`src/rtl/modulo_estoque_rolhas_pkg.sv`:
```
// modulo_estoque_rolhas_pkg: shared state encodings, default constants and stock width
package modulo_estoque_rolhas_pkg;
    localparam int W = 7;
    localparam int MAX_PADRAO = 99;
    localparam int LOTE_PADRAO = 15;
    localparam int LIMIAR_PADRAO = 5;
    localparam int TIMEOUT_PADRAO = 255;
    typedef enum logic [1:0] {
        ST_OCIOSO = 2'd0,
        ST_REPOR  = 2'd1,
        ST_ERRO   = 2'd2
    } estado_t;
endpackage

```
`src/rtl/modulo_estoque_rolhas_ajuste.sv`:
```
// modulo_ajuste_estoque: combinational decrement plus refill add, clamped to MAX_ROLHAS
module modulo_ajuste_estoque
    import modulo_estoque_rolhas_pkg::*;
#(
    parameter int MAX_ROLHAS = MAX_PADRAO
) (
    input  logic [W-1:0] estoque,
    input  logic         dec,
    input  logic [W-1:0] add,
    output logic [W-1:0] nxt
);
    logic [W:0] soma;
    // one extra bit so a refill near the ceiling is seen before the clamp
    assign soma = {1'b0, estoque} - {{W{1'b0}}, dec} + {1'b0, add};
    assign nxt  = (soma > (W+1)'(MAX_ROLHAS)) ? W'(MAX_ROLHAS) : soma[W-1:0];
endmodule

```
`src/rtl/modulo_estoque_rolhas.sv`:
```
// modulo_estoque_rolhas: cork stock controller with one-cork grants and watchdog-guarded refills
// Optional manual stock load is enabled by defining ESTOQUE_CARGA_MANUAL_EN.
module modulo_estoque_rolhas
    import modulo_estoque_rolhas_pkg::*;
#(
    parameter int MAX_ROLHAS     = MAX_PADRAO,
    parameter int LOTE_REPOSICAO = LOTE_PADRAO,
    parameter int LIMIAR_MINIMO  = LIMIAR_PADRAO,
    parameter int TIMEOUT_CICLOS = TIMEOUT_PADRAO
) (
    input  logic         clk,
    input  logic         rst,
    input  logic         pedido_vedacao,
    output logic         vedacao_ack,
    output logic         reposicao_req,
    input  logic         reposicao_ack,
    output logic [W-1:0] estoque,
    output logic         falta_rolha,
    output logic         cheio,
    output logic         erro_reposicao
`ifdef ESTOQUE_CARGA_MANUAL_EN
    ,
    input  logic         carga_en,
    input  logic [W-1:0] carga_valor
`endif
);
    estado_t estado, estado_nxt;
    logic [7:0] cnt, cnt_nxt;
    logic grant, refill, carga;
    logic [W-1:0] ajustado, carga_sat;

`ifdef ESTOQUE_CARGA_MANUAL_EN
    assign carga     = carga_en;
    assign carga_sat = (carga_valor > W'(MAX_ROLHAS)) ? W'(MAX_ROLHAS) : carga_valor;
`else
    assign carga     = 1'b0;
    assign carga_sat = '0;
`endif

    // the ack register blocks back-to-back grants so a requester dropping on ack never double-consumes
    assign grant  = pedido_vedacao && (estoque != '0) && !vedacao_ack && !carga;
    assign refill = (estado == ST_REPOR) && reposicao_ack && !carga;

    modulo_ajuste_estoque #(.MAX_ROLHAS(MAX_ROLHAS)) u_ajuste (
        .estoque(estoque),
        .dec    (grant),
        .add    (refill ? W'(LOTE_REPOSICAO) : '0),
        .nxt    (ajustado)
    );

    always_comb begin
        estado_nxt = estado;
        cnt_nxt    = '0;
        if (estado == ST_OCIOSO)
            estado_nxt = (estoque <= W'(LIMIAR_MINIMO)) ? ST_REPOR : ST_OCIOSO;
        else if (estado == ST_REPOR) begin
            estado_nxt = refill ? ST_OCIOSO : (cnt == 8'(TIMEOUT_CICLOS)) ? ST_ERRO : ST_REPOR;
            cnt_nxt    = (refill || cnt == 8'(TIMEOUT_CICLOS)) ? '0 : cnt + 8'd1;
        end
        if (carga && estado != ST_ERRO) begin
            estado_nxt = ST_OCIOSO;
            cnt_nxt    = '0;
        end
    end

    always_ff @(posedge clk) begin
        if (rst) begin
            estado      <= ST_OCIOSO;
            cnt         <= '0;
            estoque     <= '0;
            vedacao_ack <= 1'b0;
        end else begin
            estado      <= estado_nxt;
            cnt         <= cnt_nxt;
            estoque     <= carga ? carga_sat : ajustado;
            vedacao_ack <= grant;
        end
    end

    assign reposicao_req  = (estado == ST_REPOR);
    assign erro_reposicao = (estado == ST_ERRO);
    assign falta_rolha    = (estoque == '0) && pedido_vedacao;
    assign cheio          = (estoque == W'(MAX_ROLHAS));
endmodule
```
`config.mk`:
```
export PLATFORM = sky130hd
export DESIGN_NAME = modulo_estoque_rolhas
export DESIGN_NICKNAME = d
export VERILOG_FILES = /design/src/rtl/modulo_estoque_rolhas_pkg.sv /design/src/rtl/modulo_estoque_rolhas_ajuste.sv /design/src/rtl/modulo_estoque_rolhas.sv
export SDC_FILE = /design/constraint.sdc
export NUM_CORES = 1
export LEC_CHECK = 0
export CORE_MARGIN = 4
export CORE_UTILIZATION = 55
export DETAILED_ROUTE_END_ITERATION = 10
export HOLD_SLACK_MARGIN = 0.03
export PLACE_DENSITY = 0.82
export RECOVER_POWER = 100
export SETUP_SLACK_MARGIN = 0.3
export SYNTH_ARGS = -nofsm -noshare
export SYNTH_HDL_FRONTEND = slang
export SYNTH_HIERARCHICAL = 1
export SYNTH_SLANG_ARGS = --single-unit
```
`constraint.sdc`:
```
create_clock -name clk -period 4 [get_ports clk]
set_input_delay 0.4 -clock clk [delete_from_list [all_inputs] [get_ports clk]]
set_output_delay 0.4 -clock clk [all_outputs]
set_load 0.05 [all_outputs]
```
==> metrics.md <==
| Metric | Value |
|---|---|
| Status | `finished clean` |
| Clock root cell | `clkbuf_4` |
| Worst Tran Pin Value | `between 0.5 and 0.6 ns` |
| WP data required | `~4.2 ns` |
| Synth cell types | `44` |
| Register bit total from synthesis | `18` |
| Sequential share of power | `between 15 and 20%` |
| Die width | `roughly 57 um` |
| Period minus WS final | `3.26 ns` |
| Post-CTS sizing | `0` |
| Layout cell share with drive strength beyond 1 | `under 10%` |
| Cts hold-fix bufs | `0` |
| Final worst-path cycle share | `81.6%` |
| Most common cell after layout, fill and taps aside | `inv_1` |
| Max frequency | `306 MHz` |
| Drt pass-1 iters | `4` |
| Register area share after synthesis | `about 28%` |
| Ports | `16` |
| Crit-path cells | `nor4_1 > and2_0 > nor3b_1 > ha_1 > inv_1 > ha_1 > fa_1 > a211oi_1 > o21bai_1 > a21oi_1 > xor2_1 > o21ai_0 > nor2b_1` |
| Pint | `657 uW` |
| CTS tree | `built` |
| Global-route usage over all layers | `between 10% and 20%` |
| Die footprint | `3220 um2` |
| Hold Path Class | `reg -> reg` |
| Largest stage delay, worst path | `~0.45 ns` |
| Worst hold slack | `~0.46 ns` |
| Max VDD drop | `between 0.6 and 0.7 mV` |
| Vias in the first global route | `around 1100` |
| Initial Util | `58.5%` |
| Clock sink count | `18` |
| FP Rows | `17` |
| Asr flop ratio synth | `0%` |
| Net Sw Power | `655 uW` |
| Worst Reg-to-Reg Cells | `13` |
| GRT overflow | `0` |
| Post-DRT Antenna Nets | `0` |
| DR vias | `~1100` |
| Maxcap violations | `0` |
| Worst flop-to-flop path endpoint | `estoque[1]` |
| Clock share of power | `about 6.5%` |
| Post-Route Setup TNS | `0 ns` |
| Final setup margin | `0.737 ns` |
| Hold EP | `vedacao_ack` |
| Crit Path Max Fanout | `6` |
| Arr. time, crit path | `3.43 ns` |
| H-Tree Depth | `1` |
| Top FF cell, synth | `dfxtp_1` |
| # nets final | `about 200` |
| Clock buffer depth | `2` |
| Layout area overhead | `14.9%` |
| Max Slew Vio Count | `0` |
| DP HPWL | `roughly 2.2 mm` |
| HP Start | `vedacao_ack` |
| # setup viols final | `0` |
| Post-synth EDFFs | `0` |
| Most frequent cells in the layout | `inv_1, dfxtp_1, ha_1` |
| FF-to-FF Start | `estoque[1]` |
| Lkg Pwr | `~0.0007 uW` |
| Crit start category | `register` |
| Slew headroom | `between 60 and 70%` |
| Core area | `between 2000 and 2500 um2` |
| Antenna violations before repair | `0` |
| CP max stage cell | `fa_1` |
| WS Path Type | `reg -> reg` |
| Syn Std Cell Area | `1310 um2` |
| Worst Hold Path Cells | `1` |
| Pwr Density | `a little under 900 nW/um2` |
| Worst skew pair latency | `around 0.28 ns` |
| Syn_area_per_cell | `~8.2 um2` |
| Post-CTS setup buffers | `0` |
| Skew final | `0.00113 ns` |
| First-pass GRT wire length | `~4.5 mm` |
| Wire per inst | `approximately 13 um` |
| Total Routed Length | `~2.6 mm` |
| R2R setup slack | `about 0.74 ns` |
| DRT iter0 DRCs | `28` |
| GP Congestion | `0.927` |
| Clock transition at the registers of the reported paths | `0.09 ns` |
| Largest net degree at the start of global routing | `12` |
| Worst setup EP type | `register` |
| Antenna diode count | `0` |
| Most frequent CP cell | `ha_1` |
| Port buffer count | `15` |
| Drt drc | `0` |
| Ys Warns | `6` |
| Pre-CTS setup slack | `0.598 ns` |
| Die Span Y | `56.8 um` |
| Gate Count Post-Synth | `between 150 and 200` |
| CTS buffer count | `3` |
| RSZ-0062 raised after global routing | `false` |
| Logic pwr share | `approximately three quarters` |
| Switching Fraction | `49.9%` |
| Final Hold Viols | `0` |
| DR vias/cell | `roughly 5.4` |
==> cells in the mapped netlist, types with 3 or more instances <==
| library cell | instances | area, um2 |
|---|---|---|
| a21o_1 | 4 | 30.0 |
| o21ai_0 | 5 | 25.0 |
| nand2_1 | 7 | 26.3 |
| inv_1 | 31 | 116 |
| nand3_1 | 4 | 20.0 |
| ha_1 | 15 | 188 |
| nor2b_1 | 9 | 56.3 |
| o211a_1 | 3 | 30.0 |
| nor2_1 | 5 | 18.8 |
| xnor2_1 | 3 | 26.3 |
| xor2_1 | 4 | 35.0 |
| a21oi_1 | 9 | 45.0 |
| a31oi_1 | 4 | 25.0 |
| or3_1 | 4 | 25.0 |
| dfxtp_1 | 18 | 360 |
==> state kept, by name, indices dropped and copies added, names as in the netlist <==
signal	count
estoque	7
estado	2
vedacao_ack	1
cnt	8
==> metrics by stage <==
stage / total power [uW] / std cells / cell area, um2 / utilization, %
6_report: 1310 / 205 / 1500 / 67.3
4_1_cts: 1330 / 205 / 1510 / 67.8
3_5_place_dp: 1250 / 202 / 1490 / 66.8
5_1_grt: 1430 / 205 / 1500 / 67.3
2_1_floorplan: 1020 / 161 / 1320 / -
3_3_place_gp: 1200 / 202 / 1490 / 66.8
==> cells by family (layout without fill, tap and decap cells) <==
group	after synthesis	in the layout	synth area share [%]
adder cells (fa/ha/maj)	16	16	15.9
AND/OR/NAND/NOR	48	48	22.7
buffers and inverters	33	49	9.57
AO/OA/AOI/OAI	35	35	18.6
multiplexers	1	1	0.766
XOR/XNOR	7	7	4.69
flip-flops	18	18	27.6
other	1	3	0.287
==> how the worst max path moves through the flow <==
| stage | startpoint | to | slack (ns) | depth (start not counted) |
|---|---|---|---|---|
| after floorplan | estado[1] | estoque[2] | 0.85 | 13 |
| after global placement | reposicao_ack | estoque[2] | 0.71 | 13 |
| after detailed placement | reposicao_ack | estoque[1] | 0.60 | 13 |
| after CTS | estoque[1] | estoque[2] | 0.80 | 13 |
| after global routing | estoque[1] | estoque[1] | 0.43 | 13 |
| final | estoque[1] | estoque[1] | 0.74 | 13 |
==> critical path, delay by kind of cell (launching register included) <==
family	cells	cell delay, ns
simple gates	4	0.75
flops	1	0.36
compound gates	4	0.69
buf+inv	1	0.04
fa+ha+maj	3	0.92
xor+xnor	1	0.38
==> cell type report <==
cell class	instances	area, um2
multi-input combinational	110	818
fill	188	731
sequential	18	360
timing repair buffer	15	150
inverter	31	116
tap	28	35.0
clock buffer	3	22.5
==> metal layers <==
layer	global-route usage (%)	share of wire [%]	vias up
li1	-	-	587
met1	21.9	48	498
met2	28.4	47	20
met3	1.61	2.6	6
met4	8.28	2.4	0
met5	0	0	-
==> power groups by stage <==
stage	clock [uW]	sequential, uW	combinational [uW]
5_1_grt	95.2	260	1080
4_1_cts	87.8	256	990
3_5_place_dp	0	260	985
2_1_floorplan	0	347	673
3_3_place_gp	0	258	946
6_report	85.8	255	971
No activity file was read; power rests on OpenSTA's default activity.
